===== src/rtl/cordic_vec_iter_ctrl.sv =====
`default_nettype none
// ============================================================================
//  Module   : cordic_vec_iter_ctrl
//  Brief    : Folded CORDIC vectoring engine, one shift-add stage reused for
//             NUM_ITER micro-rotations; returns scaled magnitude + direction bits.
//  Revision : 1.0  initial release
// ============================================================================
module cordic_vec_iter_ctrl #(
    parameter int CORDIC_WIDTH = 22,
    parameter int NUM_ITER     = 16
) (
    input  logic                           clk,
    input  logic                           nreset,
    input  logic                           in_valid,
    output logic                           in_ready,
    input  logic signed [CORDIC_WIDTH-1:0] x_in,
    input  logic signed [CORDIC_WIDTH-1:0] y_in,
    output logic                           out_valid,
    input  logic                           out_ready,
    output logic signed [CORDIC_WIDTH-1:0] x_out,
    output logic        [NUM_ITER-1:0]     dir_out,
    output logic                           quad_flip,
    output logic                           busy
);

    localparam int CNT_W = $clog2(NUM_ITER);
    localparam logic [CNT_W-1:0] c_last = CNT_W'(NUM_ITER - 1);
    localparam logic signed [CORDIC_WIDTH-1:0] c_min_neg = {1'b1, {(CORDIC_WIDTH-1){1'b0}}};
    localparam logic signed [CORDIC_WIDTH-1:0] c_max_pos = {1'b0, {(CORDIC_WIDTH-1){1'b1}}};

    typedef enum logic [1:0] {
        S_IDLE = 2'd0,
        S_PRE  = 2'd1,
        S_ITER = 2'd2,
        S_DONE = 2'd3
    } state_t;

    state_t r_state;
    state_t w_next;

    logic signed [CORDIC_WIDTH-1:0] r_x;
    logic signed [CORDIC_WIDTH-1:0] r_y;
    logic        [CNT_W-1:0]        r_cnt;
    logic        [NUM_ITER-1:0]     r_dir;
    logic                           r_flip;

    logic signed [CORDIC_WIDTH-1:0] w_x_neg;
    logic signed [CORDIC_WIDTH-1:0] w_y_neg;
    logic signed [CORDIC_WIDTH-1:0] w_x_sh;
    logic signed [CORDIC_WIDTH-1:0] w_y_sh;
    logic                           w_load;

    // The most negative value has no positive counterpart, so it saturates.
    assign w_x_neg = (r_x == c_min_neg) ? c_max_pos : -r_x;
    assign w_y_neg = (r_y == c_min_neg) ? c_max_pos : -r_y;
    assign w_x_sh  = r_x >>> r_cnt;
    assign w_y_sh  = r_y >>> r_cnt;

    // Results are registered on the first DONE cycle only; later cycles just hold.
    assign w_load   = (r_state == S_DONE) && !out_valid;
    assign in_ready = (r_state == S_IDLE);
    assign busy     = (r_state != S_IDLE);

    always_ff @(posedge clk or negedge nreset) begin
        if (!nreset) begin
            r_state <= S_IDLE;
        end else begin
            r_state <= w_next;
        end
    end

    always_comb begin
        w_next = r_state;
        case (r_state)
            S_IDLE:  if (in_valid) w_next = S_PRE;
            S_PRE:   w_next = S_ITER;
            S_ITER:  if (r_cnt == c_last) w_next = S_DONE;
            S_DONE:  if (out_ready) w_next = S_IDLE;
            default: w_next = S_IDLE;
        endcase
    end

    always_ff @(posedge clk or negedge nreset) begin
        if (!nreset) begin
            r_x    <= '0;
            r_y    <= '0;
            r_cnt  <= '0;
            r_dir  <= '0;
            r_flip <= 1'b0;
        end else begin
            case (r_state)
                S_IDLE: begin
                    if (in_valid) begin
                        r_x <= x_in;
                        r_y <= y_in;
                    end
                end
                S_PRE: begin
                    r_cnt <= '0;
                    r_dir <= '0;
                    if (r_x[CORDIC_WIDTH-1]) begin
                        r_x    <= w_x_neg;
                        r_y    <= w_y_neg;
                        r_flip <= 1'b1;
                    end else begin
                        r_flip <= 1'b0;
                    end
                end
                S_ITER: begin
                    if (r_y[CORDIC_WIDTH-1]) begin
                        r_x <= r_x - w_y_sh;
                        r_y <= r_y + w_x_sh;
                    end else begin
                        r_x <= r_x + w_y_sh;
                        r_y <= r_y - w_x_sh;
                    end
                    r_dir[r_cnt] <= r_y[CORDIC_WIDTH-1];
                    if (r_cnt != c_last) begin
                        r_cnt <= r_cnt + 1'b1;
                    end
                end
                default: ;
            endcase
        end
    end

    // With out_ready already high the result leaves as a one-cycle pulse.
    always_ff @(posedge clk or negedge nreset) begin
        if (!nreset) begin
            out_valid <= 1'b0;
            x_out     <= '0;
            dir_out   <= '0;
            quad_flip <= 1'b0;
        end else begin
            if (w_load) begin
                out_valid <= 1'b1;
                x_out     <= r_x;
                dir_out   <= r_dir;
                quad_flip <= r_flip;
            end else if ((r_state != S_DONE) || out_ready) begin
                out_valid <= 1'b0;
            end
        end
    end

endmodule
`default_nettype wire


===== config.mk =====
export PLATFORM = sky130hd
export DESIGN_NAME = cordic_vec_iter_ctrl
export DESIGN_NICKNAME = d
export VERILOG_FILES = /design/src/rtl/cordic_vec_iter_ctrl.sv
export SDC_FILE = /design/constraint.sdc
export NUM_CORES = 1
export LEC_CHECK = 0
export CORE_MARGIN = 10
export CORE_UTILIZATION = 30
export CTS_BUF_LIST = sky130_fd_sc_hd__clkbuf_8 sky130_fd_sc_hd__clkbuf_16
export CTS_CLUSTER_DIAMETER = 60
export DETAILED_ROUTE_END_ITERATION = 7
export SLEW_MARGIN = 40
export SYNTH_ARGS = -nofsm -noshare
export SYNTH_HDL_FRONTEND = slang
export SYNTH_SLANG_ARGS = --single-unit

===== constraint.sdc =====
create_clock -name clk -period 4.8 [get_ports clk]
set_input_delay 0.96 -clock clk [delete_from_list [all_inputs] [get_ports clk]]
set_output_delay 0.96 -clock clk [all_outputs]
set_load 0.05 [all_outputs]

==> summary.md, run 1 <==
| Metric | Value |
|---|---|
| Status | `finished, final reports clean` |
| Area fraction in compound gates after synthesis | `0.223` |
| Critical path type | `flop to flop` |
| Clock Latency Late Sink | `~0.39 ns` |
| Nets@finish | `~1,600` |
| FILL cells | `around 3,700` |
| Placeable Area | `36,800 sq um` |
| P&R area growth vs syn | `28.0%` |
| Synth area leader | `dfrtp_1` |
| M1 GR Usage | `0.234` |
| Register area share after synthesis | `0.239` |
| ANT nets after route | `0` |
| Met2 Track Usage GR | `0.262` |
| Met3 Use GR | `0.0277` |
| Max Slew Vio Count | `0` |
| Layout cells sized above 1 | `0.241` |
| Final setup fails | `0` |
| Hold slack final | `0.500 ns` |
| Initial antenna violation count | `1` |
| Fraction of the mapped netlist area in adder cells | `0.0694` |
| Crit share post-route | `0.979` |
| Xor-xnor portion of the synthesized cell area | `0.0796` |
| RSZ-0062 raised after global routing | `yes` |
| Startpoint types | `flop` |
| Vias in the first global route | `10,400` |
| Final core occ | `0.390` |
| Share of the synthesized area in the top cell type | `0.239` |
| HP Class | `flop to flop` |
| CTS tree | `built` |
| Longest Clk Path Bufs | `2` |
| CTS sink cnt | `107` |
| First-pass iteration count of the detailed router | `5` |
| Setup WS post-layout | `approximately 0.10 ns` |
| Dominant synthesized flop cell | `dfrtp_1` |
| H-Tree Depth | `3` |
| # rows | `70` |
| Setup Skew | `roughly 0.015 ns` |
| Global placement routability congestion | `0.946` |
| Synth warn | `0` |
| # port buffers | `89` |
| Detailed Place HPWL | `approximately 30,000 microns` |
| Via Count | `10,900` |
| Congestion Overflow GR | `0` |
| #FFs+latches synth | `107` |
| Worst Tran Pin Value | `0.853 ns` |
| Crit path max fanout | `8` |
| Worst-path clk slew | `0.08 ns` |
| Dpl ws | `-0.0985 ns` |
| Cts hold-fix bufs | `0` |
| Synthesized area | `11,200 sq um` |
| CP Data Required Time | `5.06 ns` |
| Worst Path Arrival | `4.96 ns` |
| Gr busiest metal | `met2` |
| DRC Markers | `0` |
| N_diodes | `0` |
| Die area | `between 40,000 and 50,000 sq um` |
| Detailed-route wire length per cell | `between 15 and 20 microns` |
| Post-Synth Simple-Gate Area | `0.163` |
| Root buffer cell | `clkbuf_16` |
| Post-synth cell types | `84` |
| Die Wd | `approximately 210 microns` |
| Total Wirelength | `39,600 microns` |
| Synthesized net count | `1,473` |
| First-pass GRT wire length | `roughly 60,000 microns` |
| Synth async-reset ratio | `1.00` |
| Synth area leaders | `dfrtp_1 24%, ha_1 6.6%, o21ai_0 6.2%` |
| Ports | `90` |
| Die Y-Extent | `213 microns` |
| Average cell area after synthesis | `just over 8 sq um` |
| Number of DRC markers in iteration 0 | `847` |
| EDFF count, synth | `0` |
| Peak Freq | `213 MHz` |
| Hold Vio Cnt, Final | `0` |
| Total CTS buffers | `9` |
| Slew headroom | `0.432` |
| MaxCap Viol Count | `0` |
| Minimum clock period | `4.70 ns` |
| Mux cell area share after synthesis | `0.167` |
| Detail-routed via count per cell | `5.46` |
| Post-synthesis cell count | `approximately 1,400` |
| Gr usage total | `0.168` |
| Largest net degree at the start of global routing | `63` |
| Initial Util | `0.305` |
| Crit. End Element | `flop` |
| Largest family of logic cells by synthesized area | `compound AO/OA/AOI/OAI gates` |
[placed cells by master (no fill, tap or decap), types with 5 or more instances in the layout]
master	instances
and2_1	12
o31ai_1	9
o21ai_2	6
ha_2	5
o21a_1	9
nor4_1	8
a211oi_1	8
ha_1	53
xnor2_1	56
nor2_1	80
nand2_1	156
or3_1	8
nand2b_1	7
a21oi_2	17
a21o_1	28
and3_1	7
buf_6	8
nand3_1	24
o22ai_1	5
dfrtp_1	104
mux2_2	47
a31oi_1	8
nor3_1	32
mux2i_1	60
o21ai_1	15
a21oi_1	100
buf_4	154
clkbuf_16	10
o211ai_1	16
inv_1	32
clkdlybuf4s50_1	88
xor2_1	44
buf_12	8
o21ai_0	123
nor2b_1	12
mux4_2	28
[critical path, stage by stage (launching register included)]
cell and delay, ns:
dfrtp_2 0.53, buf_6 0.14, mux4_2 0.54, mux2_4 0.31, mux2_2 0.29, nand2b_1 0.17
nor2_2 0.11, nor4bb_2 0.24, buf_4 0.16, mux2_2 0.32, o32ai_1 0.13, ha_1 0.29
a21o_1 0.19, a21oi_2 0.17, o21ai_1 0.12, inv_1 0.09, o311ai_2 0.15, a21o_1 0.20
a311oi_2 0.26, o21ai_0 0.14
[cells in the mapped netlist, drive strengths merged, types with 3 or more instances]
| master | number |
|---|---|
| ha | 59 |
| nor2b | 16 |
| a211o | 3 |
| xnor2 | 57 |
| nand3 | 25 |
| o22ai | 7 |
| nor4b | 3 |
| a311oi | 3 |
| buf | 34 |
| xor2 | 45 |
| nand2b | 9 |
| nor2 | 84 |
| mux4 | 30 |
| or2 | 5 |
| o31ai | 11 |
| a221oi | 7 |
| dfrtp | 107 |
| o21a | 9 |
| a211oi | 12 |
| nor3 | 36 |
| a31oi | 9 |
| mux2 | 48 |
| nand2 | 158 |
| a21oi | 117 |
| o31a | 3 |
| a21boi | 5 |
| o211ai | 16 |
| a21o | 28 |
| o221ai | 5 |
| mux2i | 64 |
| o21ai | 145 |
| clkbuf | 78 |
| and2 | 14 |
| or3 | 9 |
| nor4 | 9 |
| inv | 37 |
| a22oi | 5 |
| a41oi | 4 |
| and3 | 11 |
[repair_timing]
item,CTS,global route
setup endpoints to repair,8,19
gates cloned,1,1
resized for setup,6,100
pin swaps,1,61
setup buffers,3,19
[kinds of logic (layout without fill, tap and decap cells)]
| logic type | after synthesis | in the layout |
|---|---|---|
| AO/OA/AOI/OAI | 411 | 411 |
| XOR/XNOR | 102 | 102 |
| adder cells (fa/ha/maj) | 61 | 61 |
| buffers and inverters | 150 | 315 |
| flip-flops | 107 | 107 |
| multiplexers | 142 | 142 |
| AND/OR/NAND/NOR | 391 | 391 |
[through the flow]
step / setup TNS [ns] / area, sq um / instances
2_1_floorplan: 0 / 11200 / 1364
3_3_place_gp: -0.0960 / 13400 / 1956
3_5_place_dp: -0.414 / 13400 / 1956
4_1_cts: -0.0588 / 13800 / 1976
5_1_grt: -0.805 / 14400 / 1997
6_report: 0 / 14400 / 1997
[per-layer routing]
layer,part of all wire,vias to the layer above,routed length [microns]
li1,-,5239,-
met1,0.47,5322,18700
met2,0.45,302,17900
met3,0.052,43,2060
met4,0.022,0,857
met5,0,-,0
[worst paths after layout]
path	from	to	slack, ns	depth (start not counted)
setup / recovery	r_cnt[0]	r_x[19]	0.10	19
min in group asynchronous	nreset	r_dir[9]	0.56	1
max in group asynchronous	nreset	r_x[9]	3.41	2
hold / removal	x_out[1]	x_out[1]	0.50	2
setup reg to reg	r_cnt[0]	r_x[19]	0.10	19
hold reg to reg	x_out[1]	x_out[1]	0.50	2
[registers in the layout, summed over array words and instances (netlist names)]
signal and cells:
dir_out 16, out_valid 1, quad_flip 1, r_cnt 4
r_dir 16, r_flip 1, r_state 2, r_x 22
r_y 22, x_out 22
[area by class of cell]
cell class	count	area, sq um	area share
inverter	38	146	0.0102
timing repair buffer	261	2360	0.164
clock inverter	6	72.6	0.00506
multi-input combinational	1107	8270	0.576
tap	468	586	0.0408
clock buffer	10	239	0.0166
sequential	107	2680	0.187
Power of run 1 is not shown: default switching activity piles up to over one toggle a cycle in this logic, so the estimate is an artifact.
==> inputs of run 2 (changes only) <==
--- a/config.mk
+++ b/config.mk
@@ -9,7 +9,9 @@
 export CORE_UTILIZATION = 30
 export CTS_BUF_LIST = sky130_fd_sc_hd__clkbuf_8 sky130_fd_sc_hd__clkbuf_16
 export CTS_CLUSTER_DIAMETER = 60
+export CTS_CLUSTER_SIZE = 25
 export DETAILED_ROUTE_END_ITERATION = 7
+export PLACE_DENSITY = 0.57
 export SLEW_MARGIN = 40
 export SYNTH_ARGS = -nofsm -noshare
 export SYNTH_HDL_FRONTEND = slang
==> run 2 against run 1 <==
  * Clock skew is 0.00084 ns lower
  * Sequential share of layout area fell by 0.075 points
  * Global-route usage up 0.068 points
  * Die area unchanged
  * Largest cell class unchanged
  * Highest routed layer unchanged
==> summary.md, run 2 (synthesis results as in run 1) <==
| Metric | Value |
|---|---|
| Slew headroom | `0.424 (-0.00781)` |
| ANT nets after route | `0 (unchanged)` |
| Setup Skew | `0.0143 ns (-0.000840 ns)` |
| Ports | `90 (unchanged)` |
| End point of the critical path | `r_y[16]` |
| CP cell instances | `buf_6 > mux4_2 > nand2b_4 > o221a_4 > nor4b_4 > and2_4 > and3_4 > nor2_2 > xnor2_2 > ha_1 > a21o_1 > a21o_1 > a21oi_2 > o21ai_1 > a41o_1 > buf_4 > a31oi_2 > xnor2_1 > a22oi_1 > a21oi_1 > a21o_1` |
| Peak Freq | `215 MHz (+0.98%)` |
| Cell count along the critical path | `21 (+2)` |
| Detailed Place HPWL | `29,900 microns (+0.44%)` |
| Most common cell after layout, fill and taps aside | `buf_4` |
| Startpoint types | `flop` |
| Crit path top cell by count | `a21o_1` |
| DRC Markers | `0 (unchanged)` |
| Placeable Area | `36,800 sq um (unchanged)` |
| Number of DRC markers in iteration 0 | `838 (-1.1%)` |
| H-Tree Depth | `3 (unchanged)` |
| Crit. End Element | `flop` |
| CP peak stage delay | `0.52 ns (-0.02 ns)` |
| HP Class | `flop to flop` |
| Die area | `45,500 sq um (unchanged)` |
| # rows | `70 (unchanged)` |
| R2R Path Start | `r_cnt[1]` |
| Clock Latency Late Sink | `0.38 ns (about the same)` |
| Worst Path Arrival | `4.92 ns (-0.04 ns)` |
| Status | `finished, final reports clean` |
| Root buffer cell | `clkbuf_16` |
| Total Neg Setup Slack | `0 ns (unchanged)` |
| Total CTS buffers | `9 (unchanged)` |
| Layout cells sized above 1 | `0.239 (-0.00190)` |
| Most frequent cells in the layout | `166 x buf_4, 155 x nand2_1, 123 x o21ai_0, 109 x a21oi_1, 104 x dfrtp_1` |
| Via Count | `11,000 (+1.0%)` |
| P&R area growth vs syn | `28.5%` |
| CP Data Required Time | `5.07 ns (about the same)` |
| Worst-path clk slew | `0.08 ns (about the same)` |
| Longest Clk Path Bufs | `2 (unchanged)` |
| Final setup fails | `0 (unchanged)` |
| Global placement routability congestion | `0.920 (-2.8%)` |
| Detail-routed via count per cell | `5.49 (+0.59%)` |
| # port buffers | `89 (unchanged)` |
| Total Wirelength | `39,500 microns (-0.13%)` |
| Dpl cell area | `13,500 sq um (+0.52%)` |
| FILL cells | `3,761 (+2.7%)` |
| First-pass GRT wire length | `60,900 microns (+0.89%)` |
| Crit share post-route | `0.969 (-0.00948)` |
| Worst Tran Pin Value | `0.862 ns (+0.00963 ns)` |
| Cts hold-fix bufs | `0 (unchanged)` |
| Gr usage total | `0.169 (+0.000682)` |
| Area of the multi-input gates | `8290 sq um (+0.26%)` |
| Max Slew Vio Count | `0 (unchanged)` |
| CTS sink cnt | `107 (unchanged)` |
| Reg-to-reg slack, setup | `0.15 ns (+0.05 ns)` |
| CTS tree | `built` |
| Hold slack final | `0.502 ns (+0.00185 ns)` |
| Final Instance Area | `14,400 sq um (+0.40%)` |
| Largest net degree at the start of global routing | `56 (-11%)` |
| MaxCap Viol Count | `0 (unchanged)` |
| Largest regs | `r_x: 22 flops, r_y: 22 flops, x_out: 22 flops` |
| Nets@finish | `1,641 (+0.49%)` |
| Crit path max fanout | `8 (unchanged)` |
| Critical Path Start | `r_cnt[1]` |
| Final core occ | `0.392 (+0.00156)` |
| CP delay by family, top | `compound AO/OA/AOI/OAI gates` |
| Worst path slowest cell | `mux4_2` |
| Detailed-route wire length per cell | `19.7 microns (-0.58%)` |
| Vias in the first global route | `10,700 (+3.3%)` |
| Initial Util | `0.305 (unchanged)` |
| Initial antenna violation count | `0 (-1)` |
| Hold Vio Cnt, Final | `0 (unchanged)` |
| Critical path type | `flop to flop` |
| First-pass iteration count of the detailed router | `5 (unchanged)` |
| Congestion Overflow GR | `0 (unchanged)` |
| CP bufs+invs | `2 (-1)` |
| Crit Reg-Reg Endpoint | `r_y[16]` |
| Die Wd | `213 microns (unchanged)` |
| Storage cell area | `2680 sq um (unchanged)` |
| Minimum clock period | `4.65 ns (-0.0455 ns)` |
| Register-to-Register Path Depth | `21 (+2)` |
| Die Y-Extent | `213 microns (unchanged)` |
[run 2: routing by layer]
metal  vias up  wire length (microns)  track usage
met2       326                  18100        0.264
met5         -                      0            0
met3        48                   2300       0.0381
met4         0                    785       0.0467
met1      5380                  18300        0.230
li1       5266                      -            -
[run 2: worst min-delay path by stage]
stage | start | endpoint | slack, ns | depth (start not counted)
2_1_floorplan | r_dir[0] | r_dir[0] | 0.47 | 2
3_3_place_gp | x_out[21] | x_out[21] | 0.47 | 2
3_5_place_dp | x_out[21] | x_out[21] | 0.47 | 2
4_1_cts | x_out[21] | x_out[21] | 0.50 | 2
5_1_grt | dir_out[8] | dir_out[8] | 0.53 | 1
6_report | x_out[21] | x_out[21] | 0.50 | 2
[run 2: worst register-to-register path, delay by kind of cell, from the launching register on]
kind / cells / cell delay (ns)
simple gates: 5 / 0.88
xor+xnor: 2 / 0.26
compound gates: 10 / 1.78
mux: 1 / 0.52
flops: 1 / 0.50
buf+inv: 2 / 0.29
fa+ha+maj: 1 / 0.34
[run 2: cell type report]
type                            instances  area share
Clock inverter                          7     0.00608
Inverter                               38      0.0102
Clock buffer                            9      0.0156
Tap cell                              468      0.0406
Multi-Input combinational cell       1107       0.575
Timing Repair Buffer                  269       0.166
Sequential cell                       107       0.186
Antenna cell                            1    0.000174
[run 2: repair_timing]
item | CTS | global route
gates resized for setup | 7 | 98
endpoints found under the setup margin | 5 | 20
pin swaps | 1 | 42
setup buffers | 0 | 19
gates cloned | 0 | 3
[run 2: through the flow]
step	std cells	setup WS (ns)
2_1_floorplan	1364	0.0251
3_3_place_gp	1967	-0.141
3_5_place_dp	1967	-0.145
4_1_cts	1983	0.00241
5_1_grt	2005	-0.0777
6_report	2006	0.148
Power of run 2 is left out for the same reason.
